## config.mk

```make
export PLATFORM = sky130hd
export DESIGN_NAME = switch_led_ctrl
export DESIGN_NICKNAME = d
export VERILOG_FILES = /design/src/rtl/switch_led_ctrl.sv
export SDC_FILE = /design/constraint.sdc
export NUM_CORES = 1
export LEC_CHECK = 0
export CAP_MARGIN = 10
export CELL_PAD_IN_SITES_DETAIL_PLACEMENT = 2
export CELL_PAD_IN_SITES_GLOBAL_PLACEMENT = 2
export CORE_AREA = 4 4 91 93
export CTS_CLUSTER_SIZE = 14
export DETAILED_ROUTE_END_ITERATION = 8
export DIE_AREA = 0 0 95 97
export GPL_ROUTABILITY_DRIVEN = 0
export PLACE_DENSITY_LB_ADDON = 0.08
export SYNTH_ARGS = -nofsm -noshare
export SYNTH_HDL_FRONTEND = slang
export SYNTH_SLANG_ARGS = --single-unit
```

## constraint.sdc

```tcl
create_clock -name clk -period 3.2 [get_ports clk]
set_input_delay 0.64 -clock clk [delete_from_list [all_inputs] [get_ports clk]]
set_output_delay 0.64 -clock clk [all_outputs]
set_load 0.005 [all_outputs]
```

## src/rtl/switch_led_ctrl.sv

```systemverilog
// rtl/switch_led_ctrl.sv - switch/button LED controller (pass, count up/down, hold); optional debounce via SWITCH_DEBOUNCE_EN
module switch_led_ctrl #(
    parameter int DEBOUNCE_CYCLES = 1000000,
    parameter int TICK_DIV        = 125000000
) (
    input  logic       clk,
    input  logic       rst,
    input  logic [3:0] SWITCHES,
    input  logic [1:0] BUTTONS,
    output logic [3:0] out,
    output logic [1:0] mode
);

    typedef enum logic [1:0] {
        ST_PASS = 2'd0,
        ST_UP   = 2'd1,
        ST_DOWN = 2'd2,
        ST_HOLD = 2'd3
    } state_t;

    localparam int            TW        = (TICK_DIV > 1) ? $clog2(TICK_DIV) : 1;
    localparam logic [TW-1:0] TICK_LAST = TW'(TICK_DIV - 1);

    if (DEBOUNCE_CYCLES < 1 || TICK_DIV < 1) begin : g_bad_param
        $error("switch_led_ctrl: DEBOUNCE_CYCLES and TICK_DIV must both be >= 1");
    end

    // Bit layout of the synchronized/filtered vector: [5:4] buttons, [3:0] switches.
    logic [5:0] sync1_q, sync1_d;
    logic [5:0] sync2_q, sync2_d;
    logic [5:0] filt;
    logic [3:0] sw_f;
    logic [1:0] btn_f;

    // Two-flop synchronizer for every raw switch and button bit
    always_comb begin
        sync1_d = {BUTTONS, SWITCHES};
        sync2_d = sync1_q;
    end

    // Synchronizer registers
    always_ff @(posedge clk) begin
        if (rst) begin
            sync1_q <= '0;
            sync2_q <= '0;
        end else begin
            sync1_q <= sync1_d;
            sync2_q <= sync2_d;
        end
    end

`ifdef SWITCH_DEBOUNCE_EN
    localparam int            DW      = $clog2(DEBOUNCE_CYCLES + 1);
    localparam logic [DW-1:0] DB_LAST = DW'(DEBOUNCE_CYCLES - 1);

    logic [5:0]         filt_q, filt_d;
    logic [5:0][DW-1:0] db_cnt_q, db_cnt_d;

    // Per-bit filter: count consecutive mismatches, adopt the new value on the last one
    always_comb begin
        filt_d   = filt_q;
        db_cnt_d = '0;
        for (int i = 0; i < 6; i++) begin
            if (sync2_q[i] != filt_q[i]) begin
                if (db_cnt_q[i] == DB_LAST) begin
                    filt_d[i] = sync2_q[i];
                end else begin
                    db_cnt_d[i] = db_cnt_q[i] + 1'b1;
                end
            end
        end
    end

    // Filter registers
    always_ff @(posedge clk) begin
        if (rst) begin
            filt_q   <= '0;
            db_cnt_q <= '0;
        end else begin
            filt_q   <= filt_d;
            db_cnt_q <= db_cnt_d;
        end
    end

    assign filt = filt_q;
`else
    assign filt = sync2_q;
`endif

    assign sw_f  = filt[3:0];
    assign btn_f = filt[5:4];

    logic [1:0]    btn_prev_q, btn_prev_d;
    state_t        state_q, state_d;
    logic [3:0]    cnt_q, cnt_d;
    logic [3:0]    out_q, out_d;
    logic [TW-1:0] tick_cnt_q, tick_cnt_d;
    logic          adv_press;
    logic          load_press;
    logic          counting;
    logic          tick;

    // Button press detection: rising edge of the filtered button
    always_comb begin
        adv_press  = btn_f[0] & ~btn_prev_q[0];
        load_press = btn_f[1] & ~btn_prev_q[1];
        btn_prev_d = btn_f;
    end

    // Mode FSM: each advance press steps PASS -> UP -> DOWN -> HOLD -> PASS
    always_comb begin
        state_d = state_q;
        if (adv_press) begin
            case (state_q)
                ST_PASS: state_d = ST_UP;
                ST_UP:   state_d = ST_DOWN;
                ST_DOWN: state_d = ST_HOLD;
                default: state_d = ST_PASS;
            endcase
        end
    end

    // Tick generator: runs only in count modes, restarts from zero whenever the mode changes
    always_comb begin
        counting   = (state_q == ST_UP) || (state_q == ST_DOWN);
        tick       = counting && (tick_cnt_q == TICK_LAST);
        tick_cnt_d = '0;
        if (counting && !tick && !adv_press) begin
            tick_cnt_d = tick_cnt_q + 1'b1;
        end
    end

    // Counter: a load beats a coincident tick; steps wrap modulo 16
    always_comb begin
        cnt_d = cnt_q;
        if (load_press) begin
            cnt_d = sw_f;
        end else if (tick && state_q == ST_UP) begin
            cnt_d = cnt_q + 4'd1;
        end else if (tick && state_q == ST_DOWN) begin
            cnt_d = cnt_q - 4'd1;
        end
    end

    // LED source: filtered switches in PASS, the counter otherwise
    always_comb begin
        out_d = (state_q == ST_PASS) ? sw_f : cnt_q;
    end

    // Control and output registers
    always_ff @(posedge clk) begin
        if (rst) begin
            btn_prev_q <= '0;
            state_q    <= ST_PASS;
            cnt_q      <= '0;
            tick_cnt_q <= '0;
            out_q      <= '0;
        end else begin
            btn_prev_q <= btn_prev_d;
            state_q    <= state_d;
            cnt_q      <= cnt_d;
            tick_cnt_q <= tick_cnt_d;
            out_q      <= out_d;
        end
    end

    assign out  = out_q;
    assign mode = state_q;

endmodule

```

======== Yosys cells after proc, flatten, opt, wreduce, memory -nomap -nowiden ========
Index checks and enable logic that the tools add are counted.
cells by class
  add/sub/neg operators ................... 3
  $mul .................................... 0
  divide/modulo/power cells ............... 0
  magnitude comparators ................... 0
  eq/ne operators ......................... 3
  shifts and indexed selects .............. 0
  muxes and demuxes ....................... 5
  bitwise gates (word level) .............. 5
  reductions and logical operators ........ 11
operators by type and width
  cell                                                  number
  adder 27 x 1 -> 27 bit (second input constant)        1
  equality test 27 bit (second input constant)          1
  2-to-1 mux 4 bit                                      4
  one-hot mux 2 bit (3 select lines)                    1
  logical AND 1 bit                                     5
  adder 4 x 1 -> 4 bit (second input constant)          1
  subtractor 4 x 1 -> 4 bit (second input constant)     1
  NOT 1 bit                                             3
  nonzero test 3 bit                                    1
  bitwise AND 1 bit                                     2
  equality test 2 x 1 -> 1 bit (second input constant)  1
  equality test 2 bit (second input constant)           1
  logical NOT 1 bit                                     2
  logical NOT 2 bit                                     1
  OR reduction 2 bit                                    1
  logical OR 1 bit                                      1
word-level totals
  register bits after elaboration ......... 51
  bits in latches ......................... 0
  bits in writable memories ............... 0
  bits in read-only memories .............. 0
  input bits .............................. 8
  memories kept ........................... 0

======== Longest topological paths before layout ========
  depth in word-level cells ............... 8
  mapped depth ............................ 12

======== Least setup slack after synthesis ========
Ideal clock, no wire load.
  path type ............................... flip-flop to flip-flop
  start ................................... register tick_cnt_q[18]
  end ..................................... register cnt_q[3]
  library setup time ...................... 126 ps
  arrival time ............................ 2,640 ps
  setup slack ............................. 435 ps
  cell stages (with the launch flop) ...... 11
  clock period less this slack ............ 2,765 ps
  path through ............................ dfxtp_1 > or4_4 > or4_4 > nor2_1 > nand2_1 > ha_1 > a21o_1 > a21oi_1 > xor2_1 > mux2i_1 > o31ai_1
between the ends
  word-level cells in the longest chain between the ends .. 5
ends and longest elaborated chain
  element                   line  RTL
  start: declaration        97    logic [TW-1:0] tick_cnt_q, tick_cnt_d;
  start signal: assignment  162   tick_cnt_q <= tick_cnt_d;
  equality test 27 bit *    126   tick = counting && (tick_cnt_q == TICK_LAST);
  logical AND 1 bit *       126
  logical AND 1 bit         138   end else if (tick && state_q == ST_UP) begin
  2-to-1 mux 4 bit          138
  2-to-1 mux 4 bit          136   if (load_press) begin
  end signal: assignment    161   cnt_q <= cnt_d;
  end: declaration          95    logic [3:0] cnt_q, cnt_d;
Every way passes the cells marked *; elsewhere a longest branch is shown, timed or not.
A chain may end at the register's enable or synchronous reset.

======== Worst setup path after layout ========
Ends and elaborated chain as after synthesis.

==> metrics <==
status complete, no violations; Max-Cap Viols 0; vias per inst 4.66; Fmax 0.343 GHz; Root Buffer clkbuf_8; routing usage on met1 0.167; HP Class reg2reg; Logic pwr share 0.047; critical path class reg2reg; chip width 95 um; Leak 0.917 nW; setup bufs post-CTS 0; CP Max Fanout 5; Mapped Area 2200 um^2; post-synthesis sequential area ratio 0.464; IO buf count 13; Die Height 97 um; Cells after Synth 234; largest net degree at the start of global routing 27; H-tree depth 2; Synth Warn # 0; 1st-pass router iterations 4; hold_buf cts 0; post-route ant nets 0; met3 GRT Util 0.0210; Reg clk slew, reported paths 100 ps; switching pwr 0.000259 W; CP required 3400 ps; HP Start sync1_q[0]$_SDFF_PP0_; CTS tree built; crit share post-route 0.911; Area after DPL 2430 um^2; count of cell types in the netlist 36; TritonCTS Buffers 5; Worst-Margin Slew 650 ps; final core occ 0.337; Avg WL per Cell 14.2 um; average cell area after synthesis 9.39 um^2; Worst slew margin 0.566; via count 1625; max-slew violation count 0; total grt overflow 0; Final Cell Area 2540 um^2; Final min period 2910 ps; clk sinks 51; GRT Overall Usage 0.120; hold path endpoint filt[0]$_SDFF_PP0_; # resized after CTS 0; number of DRC markers in iteration 0 21; Inserted Diodes 0; Initial Utilization 0.292; most common cell after layout, fill and taps aside dfxtp_1; switching share of total power 0.222; core area 7530 um^2; gr busiest metal met2; Clock Power Share 0.393; M2 GR Usage 0.186; number of global-route vias before repair 1719; Pwr per Cell Area 460 nW/um^2; post-synth net total 249; Residual DRC 0; Setup Skew 6.42 ps; Crit Reg-Reg Startpoint tick_cnt_q[18]$_SDFF_PP0_; share of cells above drive strength 1 0.0607; final setup violation count 0; startpoint class of the critical path flip-flop; commonest non-fill, non-tap cells in the layout 51 x dfxtp_1, 39 x nor2_1, 25 x xor2_1; crit path DAT 3110 ps; worst-case reg-to-reg path depth 10; dpl hpwl 3.54 mm; CP Capture Type flip-flop; setup TNS 0 ps; Area Overhead vs Synth 15.5%; Yosys reg bits 51; Worst VDD drop 157 uV; Row Count 32; RSZ-0062 raised after global routing no; initial antenna violation count 0; IO Count 14; Max Root-Sink Buffers 2; Skew-Pair Late Insertion Delay 300 ps; endpoints failing hold 0; total wire length 4.95 mm; fin nets 261; part of the power in registers 0.560; Hold Path Depth 1; R2R Path End cnt_q[3]$_SDFFE_PP0P_; internal power 0.000909 W; r2r setup slk 290 ps; first-pass GRT wire length 8.74 mm; Die ar. 9220 um^2
[final cells by class]
| cell class | instances | area [um^2] |
|---|---|---|
| multi-input cells | 170 | 1130 |
| inverters | 4 | 15.0 |
| repair buffers | 14 | 138 |
| clock inverters | 3 | 43.8 |
| flip-flops and latches | 51 | 1020 |
| fillers | 881 | 4990 |
| clock buffers | 5 | 68.8 |
| well taps | 102 | 128 |
[layer usage]
layer	share of wire	vias up
li1	-	810
met1	0.51	797
met2	0.46	11
met3	0.019	7
met4	0.016	0
met5	0	-
[cell families (layout without fill, tap and decap cells)]
group	after synthesis	in the layout	synth area share
and+or+nand+nor	116	116	0.287
DFF	51	51	0.464
xor gates and xnor gates	28	28	0.112
buffers and inverters	13	26	0.0233
AOI/OAI and AO/OA	12	12	0.0387
adders and majority gates	7	7	0.0433
muxes	7	7	0.0319
[sequential cells by signal, indices dropped and copies added, names as in the netlist]
name and count:
btn_prev_q 2, cnt_q 4, filt 6, mode 2, out 4, sync1_q 6
tick_cnt_q 27
[power by group through the flow]
stage / clock network [W] / logic, W / registers (W)
after floorplan: 0 / 0.0000337 / 0.000667
after global placement: 0 / 0.0000564 / 0.000668
after detailed placement: 0 / 0.0000573 / 0.000669
after CTS: 0.000478 / 0.0000580 / 0.000654
after global routing: 0.000508 / 0.0000635 / 0.000656
final: 0.000459 / 0.0000553 / 0.000654
[how the worst max path moves through the flow]
stage                              start                     to  slack, ps  depth (start not counted)
2_1_floorplan  tick_cnt_q[18]$_SDFF_PP0_  cnt_q[3]$_SDFFE_PP0P_        430                         10
3_3_place_gp   tick_cnt_q[18]$_SDFF_PP0_  cnt_q[3]$_SDFFE_PP0P_        350                         10
3_5_place_dp   tick_cnt_q[18]$_SDFF_PP0_  cnt_q[3]$_SDFFE_PP0P_        280                         10
4_1_cts        tick_cnt_q[18]$_SDFF_PP0_  cnt_q[3]$_SDFFE_PP0P_        250                         10
5_1_grt        tick_cnt_q[18]$_SDFF_PP0_  cnt_q[3]$_SDFFE_PP0P_         70                         10
6_report       tick_cnt_q[18]$_SDFF_PP0_  cnt_q[3]$_SDFFE_PP0P_        290                         10
[Yosys cell counts]
cell,number,share of area
nand4b_1,2,0.0080
nand4bb_1,1,0.0051
fa_1,1,0.0091
nor3_1,1,0.0023
inv_1,4,0.0068
a21o_1,1,0.0034
nor2_1,39,0.067
xor2_1,25,0.10
nor2b_1,16,0.046
ha_1,6,0.034
o21bai_4,1,0.0085
buf_2,2,0.0046
nor4_1,2,0.0057
nand3_1,14,0.032
mux2i_1,7,0.032
nor3_4,1,0.0074
a41oi_1,1,0.0040
nand3b_1,2,0.0068
nand2_1,11,0.019
and4_1,3,0.012
or3b_2,1,0.0040
a211oi_1,1,0.0034
o21ai_0,1,0.0023
o31ai_1,1,0.0034
and2_1,2,0.0057
xnor2_1,3,0.012
clkbuf_1,7,0.012
dfxtp_1,51,0.46
nand4_2,1,0.0057
nand2b_1,2,0.0057
or4_4,2,0.010
a21oi_1,4,0.0091
and3_1,6,0.017
or3_1,1,0.0028
o21ai_1,2,0.0046
nand4_1,9,0.026
[worst max-delay path, stage by stage, from the launching register on]
cell and delay [ps]:
dfxtp_1 360, or4_4 550, or4_4 540, nor2_1 120, nand2_1 110, ha_1 290, a21o_1 180, a21oi_1 170
xor2_1 190, mux2i_1 210, o31ai_1 80
[stage by stage]
stage	hold slack [ps]	setup slack, ps	instances	power (W)
2_1_floorplan	414	435	234	0.000700
6_report	448	285	349	0.00117
3_5_place_dp	431	276	341	0.000726
3_3_place_gp	419	348	341	0.000725
5_1_grt	467	73.0	349	0.00123
4_1_cts	457	252	349	0.00119
(Power assumes the default switching activity.)
